===== src/rtl/ultrasound_delay_pkg.sv =====
// Shared types and constants for the element term sequencer.
// TERM_SATURATE_EN widens the accumulator guard so add/subtract results can be clamped.
package ultrasound_delay_pkg;

    localparam int DW_INTEGER_DEF  = 18;
    localparam int DW_FRACTION_DEF = 3;
    localparam int TERM_W          = DW_INTEGER_DEF + DW_FRACTION_DEF + 1;

    typedef logic signed [TERM_W-1:0] term_t;

    typedef enum logic [1:0] {
        IDLE   = 2'd0,
        LOAD   = 2'd1,
        STREAM = 2'd2
    } seq_state_t;

    localparam term_t TERM_MAX = {1'b0, {(TERM_W-1){1'b1}}};
    localparam term_t TERM_MIN = {1'b1, {(TERM_W-1){1'b0}}};

`ifdef TERM_SATURATE_EN
    // Three guard bits hold a0 + |c0| and term + 2*a0 without overflow.
    localparam int TERM_GUARD = 3;
`else
    localparam int TERM_GUARD = 0;
`endif

endpackage


===== src/rtl/term_accumulator.sv =====
// Registered term that either loads a start value or adds a step each advance.
// With TERM_SATURATE_EN the result clamps to the signed range and reports it on sat.
module term_accumulator
    import ultrasound_delay_pkg::*;
#(
    parameter int W  = TERM_W,
    parameter int XW = W + TERM_GUARD
) (
    input  logic                 clk,
    input  logic                 rst,
    input  logic                 load,
    input  logic                 advance,
    input  logic signed [XW-1:0] load_value,
    input  logic signed [XW-1:0] step_value,
    output logic signed [W-1:0]  term
`ifdef TERM_SATURATE_EN
    ,
    output logic                 sat
`endif
);

    logic signed [XW-1:0] sum_s;
    logic signed [W-1:0]  term_next_s;

`ifdef TERM_SATURATE_EN
    localparam logic signed [XW-1:0] SAT_MAX_X = XW'({1'b0, {(W-1){1'b1}}});
    localparam logic signed [XW-1:0] SAT_MIN_X = ~SAT_MAX_X;
    logic sat_s;

    assign sat = sat_s & (load | advance);
`endif

    // Select load or accumulate, then clamp or wrap into the term width
    always_comb begin
        sum_s       = '0;
        term_next_s = '0;
        if (load) begin
            sum_s = load_value;
        end else begin
            sum_s = XW'(term) + step_value;
        end
`ifdef TERM_SATURATE_EN
        sat_s = 1'b0;
        if (sum_s > SAT_MAX_X) begin
            term_next_s = {1'b0, {(W-1){1'b1}}};
            sat_s       = 1'b1;
        end else if (sum_s < SAT_MIN_X) begin
            term_next_s = {1'b1, {(W-1){1'b0}}};
            sat_s       = 1'b1;
        end else begin
            term_next_s = W'(sum_s);
            sat_s       = 1'b0;
        end
`else
        term_next_s = W'(sum_s);
`endif
    end

    // Term register
    always_ff @(posedge clk or negedge rst) begin
        if (!rst) begin
            term <= '0;
        end else if (load || advance) begin
            term <= term_next_s;
        end else begin
            term <= term;
        end
    end

endmodule


===== src/rtl/element_term_sequencer.sv =====
// Streams K_n = A_0(2n+1) -/+ C_0 pairs for a symmetric array over a valid/ack handshake.
// TERM_SATURATE_EN: saturating arithmetic plus a sticky per-sequence sat_flag output.
module element_term_sequencer
    import ultrasound_delay_pkg::*;
#(
    parameter int DW_INTEGER   = DW_INTEGER_DEF,
    parameter int DW_FRACTION  = DW_FRACTION_DEF,
    parameter int MAX_ELEMENTS = 32,
    parameter int IDX_W        = $clog2(MAX_ELEMENTS),
    parameter int CNT_W        = $clog2(MAX_ELEMENTS + 1),
    localparam int W           = DW_INTEGER + DW_FRACTION + 1
) (
    input  logic                clk,
    input  logic                rst,
    input  logic                initiate,
    input  logic [CNT_W-1:0]    num_elements,
    input  logic [W-1:0]        a_0,
    input  logic signed [W-1:0] c_0,
    input  logic                ack,
    output logic signed [W-1:0] term_pos,
    output logic signed [W-1:0] term_neg,
    output logic [IDX_W-1:0]    index,
    output logic                last,
    output logic                valid,
    output logic                busy,
    output logic                done
`ifdef TERM_SATURATE_EN
    ,
    output logic                sat_flag
`endif
);

    localparam int XW = W + TERM_GUARD;

    seq_state_t           state_r, state_next_s;
    logic [CNT_W-1:0]     count_r, count_in_s, idx_inc_s;
    logic [W-1:0]         a0_r;
    logic signed [W-1:0]  c0_r;
    logic signed [XW-1:0] step_r, a0_ext_s, c0_ext_s, pos_load_s, neg_load_s;
    logic [IDX_W-1:0]     index_r, index_next_s;
    logic                 last_r, last_next_s, valid_r, valid_next_s;
    logic                 done_r, done_next_s, busy_r;
    logic                 latch_s, load_s, advance_s;

    assign count_in_s = (num_elements > CNT_W'(MAX_ELEMENTS)) ? CNT_W'(MAX_ELEMENTS) : num_elements;
    assign idx_inc_s  = CNT_W'(index_r) + CNT_W'(1);
    assign a0_ext_s   = $signed(XW'(a0_r));
    assign c0_ext_s   = XW'(c0_r);
    assign pos_load_s = a0_ext_s - c0_ext_s;
    assign neg_load_s = a0_ext_s + c0_ext_s;

    // Next-state and handshake decode
    always_comb begin
        state_next_s = state_r;
        latch_s      = 1'b0;
        load_s       = 1'b0;
        advance_s    = 1'b0;
        done_next_s  = 1'b0;
        valid_next_s = valid_r;
        index_next_s = index_r;
        last_next_s  = last_r;
        case (state_r)
            IDLE: begin
                if (initiate && (num_elements != '0)) begin
                    latch_s      = 1'b1;
                    state_next_s = LOAD;
                end else if (initiate) begin
                    done_next_s  = 1'b1;
                end else begin
                    state_next_s = IDLE;
                end
            end
            LOAD: begin
                load_s       = 1'b1;
                valid_next_s = 1'b1;
                index_next_s = '0;
                last_next_s  = (count_r == CNT_W'(1));
                state_next_s = STREAM;
            end
            STREAM: begin
                if (valid_r && ack && last_r) begin
                    valid_next_s = 1'b0;
                    done_next_s  = 1'b1;
                    state_next_s = IDLE;
                end else if (valid_r && ack) begin
                    advance_s    = 1'b1;
                    index_next_s = index_r + IDX_W'(1);
                    last_next_s  = (idx_inc_s == (count_r - CNT_W'(1)));
                end else begin
                    state_next_s = STREAM;
                end
            end
            default: begin
                state_next_s = IDLE;
                valid_next_s = 1'b0;
            end
        endcase
    end

    // State register
    always_ff @(posedge clk or negedge rst) begin
        if (!rst) begin
            state_r <= IDLE;
        end else begin
            state_r <= state_next_s;
        end
    end

    // Latched operands, step and handshake outputs
    always_ff @(posedge clk or negedge rst) begin
        if (!rst) begin
            count_r <= '0;
            a0_r    <= '0;
            c0_r    <= '0;
            step_r  <= '0;
            index_r <= '0;
            last_r  <= 1'b0;
            valid_r <= 1'b0;
            done_r  <= 1'b0;
            busy_r  <= 1'b0;
        end else begin
            if (latch_s) begin
                count_r <= count_in_s;
                a0_r    <= a_0;
                c0_r    <= c_0;
            end else begin
                count_r <= count_r;
                a0_r    <= a0_r;
                c0_r    <= c0_r;
            end
            step_r  <= load_s ? XW'({a0_r, 1'b0}) : step_r;
            index_r <= index_next_s;
            last_r  <= last_next_s;
            valid_r <= valid_next_s;
            done_r  <= done_next_s;
            busy_r  <= (state_next_s != IDLE);
        end
    end

`ifdef TERM_SATURATE_EN
    logic sat_pos_s, sat_neg_s, sat_flag_r;

    // Sticky saturation indicator, restarted by each load
    always_ff @(posedge clk or negedge rst) begin
        if (!rst) begin
            sat_flag_r <= 1'b0;
        end else if (load_s) begin
            sat_flag_r <= sat_pos_s | sat_neg_s;
        end else if (advance_s) begin
            sat_flag_r <= sat_flag_r | sat_pos_s | sat_neg_s;
        end else begin
            sat_flag_r <= sat_flag_r;
        end
    end

    assign sat_flag = sat_flag_r;
`endif

    term_accumulator #(.W(W), .XW(XW)) u_acc_pos (
        .clk        (clk),
        .rst        (rst),
        .load       (load_s),
        .advance    (advance_s),
        .load_value (pos_load_s),
        .step_value (step_r),
        .term       (term_pos)
`ifdef TERM_SATURATE_EN
        ,
        .sat        (sat_pos_s)
`endif
    );

    term_accumulator #(.W(W), .XW(XW)) u_acc_neg (
        .clk        (clk),
        .rst        (rst),
        .load       (load_s),
        .advance    (advance_s),
        .load_value (neg_load_s),
        .step_value (step_r),
        .term       (term_neg)
`ifdef TERM_SATURATE_EN
        ,
        .sat        (sat_neg_s)
`endif
    );

    assign index = index_r;
    assign last  = last_r;
    assign valid = valid_r;
    assign busy  = busy_r;
    assign done  = done_r;

endmodule


===== config.mk =====
export PLATFORM = sky130hd
export DESIGN_NAME = element_term_sequencer
export DESIGN_NICKNAME = d
export VERILOG_FILES = /design/src/rtl/ultrasound_delay_pkg.sv /design/src/rtl/term_accumulator.sv /design/src/rtl/element_term_sequencer.sv
export SDC_FILE = /design/constraint.sdc
export NUM_CORES = 1
export LEC_CHECK = 0
export BUFFER_PORTS_ARGS = -buffer_cell sky130_fd_sc_hd__buf_2
export CORE_ASPECT_RATIO = 0.6
export CORE_UTILIZATION = 55
export DETAILED_ROUTE_END_ITERATION = 6
export HOLD_SLACK_MARGIN = 0.15
export PLACE_DENSITY = 0.76
export SETUP_SLACK_MARGIN = 0.1
export SLEW_MARGIN = 10
export SYNTH_ARGS = -nofsm -noshare
export SYNTH_HDL_FRONTEND = slang
export SYNTH_SLANG_ARGS = --single-unit
export TNS_END_PERCENT = 10

===== constraint.sdc =====
create_clock -name clk -period 5.1 [get_ports clk]
set_clock_uncertainty 0.15 [all_clocks]
set_input_delay 0.765 -clock clk [delete_from_list [all_inputs] [get_ports clk]]
set_output_delay 0.765 -clock clk [all_outputs]
set_load 0.1 [all_outputs]

# Word level (Yosys, flattened, before mapping)
# Index checks and enable logic that the tools add are counted.
# word_totals
reg_bits,126
in_bits,54
out_inout_bits,53
# op_classes
n_addsub,7
order_cmp,1
n_eq_ne,7
n_mux,26
bitwise_logic,1
n_reduce_logical,10
# ops
cell,count
$add 22x22->22,3
$mux 22,2
$sub 22x22->22,1
$mux 1,12
$mux 5,2
$pmux 5 s2,1
$mux 2,4
$add 5x1->6 const B,1
$eq 6x1->1 const B,1
$eq 6x6->1,1
$gt 6x6->1 const B,1
$mux 6,1
$ne 2x2->1 const B,3
$pmux 2 s3,1
$reduce_bool 6->1,1
$sub 6x1->6 const B,1
$add 5x1->5 const B,1
$pmux 1 s2,2
$reduce_bool 2->1,2
$logic_and 1x1->1,3
$pmux 1 s3,1
$reduce_and 3->1,1
$eq 2x1->1 const B,1
$eq 2x2->1 const B,1
4 further kinds,4

# Longest topological paths before layout
# Gate-level depths: netlist of the first run.
# depth
ltp_word,5
mapped_depth,12
depth_no_buf,12

# By module
# Synthesis of the first run repeated with hierarchy kept, for this count alone.
# unflattened
hier_cells,1131
hier_area_um2,9710.6
# modules_own_cells
mod,instances,cells_per_inst,area_per_inst_um2,seq_area_each_um2
element_term_sequencer,1,643,5544.1,2052.0
term_accumulator,2,244,2083.2,550.5

# Least setup slack after synthesis of the first run
# No wires, ideal clock.
# synth_timing
path_kind,reg-to-reg
startpoint,register u_acc_neg.term[7]
endpoint,register u_acc_neg.term[20]
setup_ns,0.094
arrival_ns,3.075
required_ns,4.856
slack_ns,1.782
stages_incl_launch_ff,11
period_less_slack_ns,3.318
path_cell_list,dfrtp_1 > ha_1 > and4_1 > a211oi_1 > o21ai_2 > a31oi_1 > o31ai_1 > a211oi_1 > a21oi_1 > xnor2_1 > a221oi_2
# synth_via
elab_chain_len,2
# synth_lines
element,line_no,rtl
from (decl),term_accumulator.sv:15,output logic signed [W-1:0] term
from (signal assigned),term_accumulator.sv:64,term <= term_next_s;
from (signal assigned),term_accumulator.sv:66,term <= term;
$add 22x22->22,term_accumulator.sv:40,sum_s = XW'(term) + step_value;
$mux 22,term_accumulator.sv:37,if (load) begin
# No other way between the ends.
# A chain may end at the register's enable or synchronous reset.

# Worst setup path after layout of the first run
# layout_timing
startpoint,"register a0_r[0], in the netlist a0_ext_s[0]"
endpoint,register u_acc_pos.term[18]
# layout_via
elab_chain_len,2
# layout_lines
element,line_no,rtl
from (decl),element_term_sequencer.sv:37,logic [W-1:0] a0_r;
from (signal assigned),element_term_sequencer.sv:128,a0_r <= a0_r;
$sub 22x22->22,element_term_sequencer.sv:49,assign pos_load_s = a0_ext_s - c0_ext_s;
$mux 22,term_accumulator.sv:37,
to (signal assigned),term_accumulator.sv:64,
to (signal assigned),term_accumulator.sv:66,
to (decl),term_accumulator.sv:15,
# No other way between the ends.

==> PnR_summary.wiki, run 1 <==
{| class="wikitable"
! Metric !! Value
|-
| Result of the run || finished, final reports clean
|-
| Final hold slack || 0.265 ns
|-
| Type of the most critical hold path || input port to asynchronous set/reset pin
|-
| Diode insertion count for antenna repair || 0
|-
| Max transition margin || 25.6%
|-
| Area used by sequential logic in the layout || 3130 um2
|-
| Crit path capture type || flip-flop
|-
| Vias per std cell || 6.06
|-
| RePlAce Congestion || 0.950
|-
| Share of final-layout standard cells stronger than drive strength 1 || 16.8%
|-
| Number of fill cells in the layout || 1,289
|-
| Total GRT Usage || 31.3%
|-
| Critical path startpoint || a0_ext_s[0]
|-
| Initial core utilization || 57.7%
|-
| Number of enable-type register cells in the synthesized netlist || 0
|-
| Setup repair after global routing missed its margin || false
|-
| Core ar. || 15,700 um2
|-
| Time the final worst path needs with I/O delays and setup || 3.40 ns
|-
| Portion of the clock cycle consumed by the worst path in the final layout || 66.7%
|-
| CTS max path bufs || 2
|-
| Max frequency || 0.294 GHz
|-
| Endpoint arrival time on the critical path || 3.50 ns
|-
| Cells after Synth || 1,055
|-
| Clock transition at the registers of the reported paths || 0.06 ns
|-
| Ys flop type || sky130_fd_sc_hd__dfrtp_1
|-
| Max_cap viols || 0
|-
| CTS HTree Levels || 4
|-
| Tightest Pin Transition || 1.11 ns
|-
| Growth of design area from synthesis to finish || 14.6%
|-
| Count of cell types in the netlist || 69
|-
| Final count of hold timing violations || 0
|-
| Clock Sinks || 125
|-
| Critical path required time || 5.20 ns
|-
| Largest net degree at the start of global routing || 80
|-
| Root Buffer Master || sky130_fd_sc_hd__clkbuf_16
|-
| Worst-path fanout max || 5
|-
| Count of cells resized by post-cts repair || 0
|-
| Routed vias || 8,220
|-
| CP Launch Type || flip-flop
|-
| Post-Place Worst Slack || 1.80 ns
|-
| Clock tree from TritonCTS || yes
|-
| Post-synthesis net count || 1,198
|-
| Crit path kind || flip-flop to flip-flop
|-
| Mean routed wirelength per cell || 19.0 um
|-
| Number of flip-flops and latches in the synthesized netlist || 125
|-
| Sum of negative setup slack || 0 ns
|-
| Sequential cell area fraction in the yosys report || 34.5%
|-
| Area of the multi-input gates || 5580 um2
|-
| Wire length of the first global-routing pass || 40.4 mm
|-
| Min setup slack post-route || 1.70 ns
|-
| Grt total ovfl || 0
|-
| Post-CTS Hold Fix Bufs || 0
|-
| PortBufs || 106
|-
| Number of failing setup endpoints in the final timing report || 0
|-
| Post-synthesis instance area || 9080 um2
|-
| Vertical die dimension || 102 um
|-
| Critical R2R Launch || a0_ext_s[0]
|-
| TritonCTS Buffers || 17
|-
| Number of nets in the layout || 1,284
|-
| Initial antenna violation count || 0
|-
| DIE WIDTH || 168 um
|-
| Average footprint of a synthesized cell || 8.60 um2
|-
| Starting DRT DRC Count || 966
|-
| Boundary Pins || 107
|-
| First-pass detailed-route iteration total || 5
|-
| Post-CTS Setup Inserts || 0
|-
| Number of synthesis warnings || 0
|-
| Final slew viol count || 0
|-
| Asr flop ratio synth || 100%
|-
| Row count || 35
|-
| Wire length reported by the detailed router || 25.8 mm
|-
| Skew-Pair Late Insertion Delay || 0.42 ns
|-
| Die footprint || 17,000 um2
|-
| Count of nets left with antenna violations after detail routing || 0
|-
| Via count of the first global-routing pass || 7,214
|-
| Remaining DRCs || 0
|-
| Placed wire-length estimate || 19.6 mm
|}
[cell type report]
type | instances | share of cell area [%]
clock buffers | 19 | 4.36
clock inverters | 13 | 1.80
inverters | 56 | 2.02
multi-input cells | 828 | 53.7
flip-flops and latches | 125 | 30.1
well taps | 203 | 2.44
repair buffers | 113 | 5.63
[state kept, by name, summed over array words and instances, names as in the netlist]
| signal | count |
|---|---|
| u_acc_pos.term | 21 |
| count_r | 6 |
| c0_ext_s | 22 |
| valid | 1 |
| a0_ext_s | 22 |
| done | 1 |
| state_r | 2 |
| index | 5 |
| last | 1 |
| step_r | 21 |
| busy | 1 |
| u_acc_neg.term | 22 |
[stage by stage]
stage	utilization (%)	cell area [um2]	cells
after CTS	66.1	10400	1357
after detailed placement	62.1	9760	1325
after global routing	66.1	10400	1357
after floorplan	-	9080	1055
final	66.1	10400	1357
after global placement	62.1	9760	1325
[per-layer routing]
layer / vias up / track usage (%) / wire length, um
met5: - / 0 / 0
met4: 0 / 5.22 / 196
met3: 26 / 10.5 / 3450
met2: 433 / 37.0 / 8910
met1: 3864 / 52.3 / 13200
li1: 3897 / - / -
[cells in the mapped netlist (all sizes together) (2+ instances only)]
library cell | number | area (um2)
a31o | 2 | 17.5
o2111ai | 2 | 17.5
a211oi | 20 | 160
clkbuf | 42 | 158
a21o | 30 | 226
or4 | 3 | 22.5
o21bai | 13 | 97.6
nand4 | 9 | 56.3
nor2 | 68 | 255
nand2b | 10 | 62.6
a22oi | 3 | 22.5
nand2 | 149 | 559
o31ai | 7 | 57.6
mux2i | 3 | 30.0
a41oi | 2 | 17.5
fa | 4 | 80.1
o22ai | 9 | 56.3
a221oi | 2 | 23.8
mux2 | 24 | 270
ha | 85 | 1060
a21oi | 95 | 479
xnor2 | 57 | 499
nor2b | 8 | 50.1
nand3 | 19 | 95.1
nor3 | 20 | 100
o21ai | 70 | 354
or3 | 9 | 56.3
o211ai | 8 | 60.1
nand3b | 7 | 52.6
and3 | 9 | 56.3
o31a | 2 | 17.5
o21a | 7 | 52.6
buf | 4 | 21.3
dfrtp | 125 | 3130
or2 | 9 | 56.3
a31oi | 14 | 103
inv | 56 | 210
and2 | 4 | 25.0
xor2 | 22 | 193
o41ai | 4 | 50.1
a21boi | 3 | 22.5
[cell families after synthesis]
logic type | Yosys count | synth area share [%]
and+or+nand+nor | 328 | 16.3
adders and majority gates | 89 | 12.6
DFF | 125 | 34.5
AOI/OAI and AO/OA | 305 | 21.4
muxes | 27 | 3.31
buffers and inverters | 102 | 4.29
xor gates and xnor gates | 79 | 7.62
[worst max-delay path: stages (launching register included)]
cell                       delay, ns
sky130_fd_sc_hd__dfrtp_1        0.35
sky130_fd_sc_hd__inv_1          0.11
sky130_fd_sc_hd__ha_1           0.26
sky130_fd_sc_hd__fa_1           0.39
sky130_fd_sc_hd__nand2b_1       0.18
sky130_fd_sc_hd__a21oi_1        0.20
sky130_fd_sc_hd__o21ai_0        0.15
sky130_fd_sc_hd__a21o_2         0.27
sky130_fd_sc_hd__a31oi_4        0.20
sky130_fd_sc_hd__a41o_1         0.33
sky130_fd_sc_hd__a41oi_1        0.18
sky130_fd_sc_hd__xor2_1         0.35
sky130_fd_sc_hd__a21oi_1        0.13
[path summary, 6_finish.rpt]
check	depth (start not counted)	slack [ns]	to
max in group asynchronous	2	3.58	u_acc_neg.term[12]
max reg2reg	12	1.70	u_acc_pos.term[18]
max	12	1.70	u_acc_pos.term[18]
min	1	0.27	u_acc_pos.term[18]
min in group clk	1	0.37	a0_ext_s[21]
min reg2reg	1	0.37	a0_ext_s[21]
[placed cells by master (no fill, tap or decap), types with 8 or more instances in the layout]
master and n:
sky130_fd_sc_hd__o22ai_1 9, sky130_fd_sc_hd__or2_2 9, sky130_fd_sc_hd__buf_4 8, sky130_fd_sc_hd__nand4_1 9
sky130_fd_sc_hd__clkbuf_16 17, sky130_fd_sc_hd__inv_1 56, sky130_fd_sc_hd__a21oi_1 94, sky130_fd_sc_hd__nor3_1 20
sky130_fd_sc_hd__mux2_2 24, sky130_fd_sc_hd__o211ai_1 8, sky130_fd_sc_hd__and3_1 9, sky130_fd_sc_hd__nand2b_1 9
sky130_fd_sc_hd__or3_1 9, sky130_fd_sc_hd__o21ai_0 68, sky130_fd_sc_hd__nand3_1 19, sky130_fd_sc_hd__dfrtp_1 125
sky130_fd_sc_hd__xor2_1 22, sky130_fd_sc_hd__ha_1 85, sky130_fd_sc_hd__nor2_1 66, sky130_fd_sc_hd__xnor2_1 57
sky130_fd_sc_hd__a21o_1 29, sky130_fd_sc_hd__buf_2 105, sky130_fd_sc_hd__nand2_1 149, sky130_fd_sc_hd__a211oi_1 18
sky130_fd_sc_hd__o21bai_1 13, sky130_fd_sc_hd__a31oi_1 13
Power of run 1 is left out: the tool's default activity adds up to more than one toggle a clock period on the data nets, which glitch-free logic cannot reach.
==> run 2, diff against run 1 <==
clock period = 3.6 ns   (was 5.1 ns; I/O delays follow)
==> run 2 against run 1 <==
Compared with the run above: sequential share of layout area about the same; final area grew 0.11%; flip-flop and latch count unchanged; maximum frequency is 2.6% higher; core utilization rose by 0.072 points; via count down 1.7%; die area stayed put; first-iteration DRC count increased by 2.0%; highest routed layer unchanged.
==> PnR_summary.wiki, run 2 (synthesis gave the netlist of run 1 again) <==
{| class="wikitable"
! Metric !! Value
|-
| Result of the run || finished, final reports clean
|-
| Vias per std cell || 5.94
|-
| PortBufs || 106
|-
| Clock transition at the registers of the reported paths || 0.06 ns
|-
| Most frequent cells in the layout || 149 x sky130_fd_sc_hd__nand2_1, 125 x sky130_fd_sc_hd__dfrtp_1, 105 x sky130_fd_sc_hd__buf_2
|-
| Grt total ovfl || 0
|-
| Core ar. || 15,700 um2
|-
| Starting DRT DRC Count || 985
|-
| Wire length of the first global-routing pass || 40.7 mm
|-
| Crit path kind || flip-flop to flip-flop
|-
| RePlAce Congestion || 0.921
|-
| Wire length reported by the detailed router || 26.1 mm
|-
| Total GRT Usage || 31.7%
|-
| Count of nets left with antenna violations after detail routing || 0
|-
| Count of cells resized by post-cts repair || 0
|-
| Diode insertion count for antenna repair || 0
|-
| Clock tree from TritonCTS || yes
|-
| Mean routed wirelength per cell || 19.2 um
|-
| Die footprint || 17,000 um2
|-
| CTS max path bufs || 2
|-
| Final count of hold timing violations || 0
|-
| Post-CTS Setup Inserts || 0
|-
| Max frequency || 0.301 GHz
|-
| Routed vias || 8,077
|-
| Row count || 35
|-
| Leading cell type in the layout, fill and taps excluded || sky130_fd_sc_hd__nand2_1
|-
| Setup repair after global routing missed its margin || false
|-
| DIE WIDTH || 168 um
|-
| CTS HTree Levels || 4
|-
| Number of failing setup endpoints in the final timing report || 0
|-
| CP Launch Type || flip-flop
|-
| Initial core utilization || 57.7%
|-
| Final hold slack || 0.179 ns
|-
| Clock Sinks || 125
|-
| Number of nets in the layout || 1,287
|-
| Sum of negative setup slack || 0 ns
|-
| Largest net degree at the start of global routing || 80
|-
| First-pass detailed-route iteration total || 6
|-
| Remaining DRCs || 0
|-
| Vertical die dimension || 102 um
|-
| Skew-Pair Late Insertion Delay || 0.42 ns
|-
| Final slew viol count || 0
|-
| Boundary Pins || 107
|-
| Time the final worst path needs with I/O delays and setup || 3.32 ns
|-
| Share of final-layout standard cells stronger than drive strength 1 || 16.8%
|-
| Crit path capture type || flip-flop
|-
| Critical path required time || 3.73 ns
|-
| Worst-path fanout max || 5
|-
| Via count of the first global-routing pass || 7,113
|-
| Portion of the clock cycle consumed by the worst path in the final layout || 92.2%
|-
| Growth of design area from synthesis to finish || 14.7%
|-
| Tightest Pin Transition || 0.778 ns
|-
| Root Buffer Master || sky130_fd_sc_hd__clkbuf_16
|-
| TritonCTS Buffers || 17
|-
| Max transition margin || 48.1%
|-
| Placed wire-length estimate || 19.7 mm
|-
| Type of the most critical hold path || input port to flip-flop
|-
| Endpoint arrival time on the critical path || 3.45 ns
|-
| Max_cap viols || 0
|-
| Post-CTS Hold Fix Bufs || 1
|-
| Number of fill cells in the layout || 1,296
|-
| Initial antenna violation count || 0
|}
## run 2: cell count changes in the layout (fill, tap and decap cells not counted), sizes merged
cell and change:
clkinv +1, buf +2, clkbuf +2, inv -2, bufinv -1, dlygate4sd3 +1
## run 2: worst paths after layout
kind,start,endpoint,depth (start not counted),slack [ns]
max in group asynchronous,rst,a0_ext_s[13],3,1.94
min reg2reg,step_r[4],step_r[4],2,0.38
min in group asynchronous,rst,u_acc_pos.term[21],2,0.60
min,c_0[4],c0_ext_s[4],3,0.18
max reg2reg,a0_ext_s[1],u_acc_pos.term[18],11,0.28
max,a0_ext_s[1],u_acc_pos.term[18],11,0.28
## run 2: final cells by class
type	count	area (um2)	share of cell area, %
repair buffers	116	636	6.11
well taps	203	254	2.44
clock buffers	21	460	4.42
inverters	56	210	2.02
clock inverters	11	141	1.36
flip-flops and latches	125	3130	30.0
multi-input cells	828	5580	53.6
## run 2: layer usage
layer,wire length (um),global-route usage (%),up-vias
met2,9140,37.4,402
li1,-,-,3896
met3,3420,8.64,11
met4,130,5.79,0
met5,0,0,-
met1,13400,54.0,3768
## run 2: stage by stage
| step | utilization (%) | worst slack [ns] | instances | instance area [um2] |
|---|---|---|---|---|
| after global placement | 62.3 | 0.438 | 1327 | 9800 |
| after global routing | 66.2 | 0.131 | 1360 | 10400 |
| after detailed placement | 62.3 | 0.404 | 1327 | 9800 |
| final | 66.2 | 0.282 | 1360 | 10400 |
| after CTS | 66.2 | 0.373 | 1360 | 10400 |
| after floorplan | - | 0.282 | 1055 | 9080 |
## run 2: worst max-delay path, stage by stage, from the launching register on
cell and delay [ns]:
sky130_fd_sc_hd__dfrtp_1 0.42, sky130_fd_sc_hd__inv_1 0.17, sky130_fd_sc_hd__fa_1 0.47, sky130_fd_sc_hd__nand2b_1 0.17
sky130_fd_sc_hd__a21oi_1 0.20, sky130_fd_sc_hd__o21ai_0 0.17, sky130_fd_sc_hd__a21o_2 0.26, sky130_fd_sc_hd__a31oi_4 0.19
sky130_fd_sc_hd__a41o_1 0.30, sky130_fd_sc_hd__a41oi_1 0.16, sky130_fd_sc_hd__xor2_1 0.37, sky130_fd_sc_hd__a21oi_1 0.13
Power of run 2 is left out for the same reason.
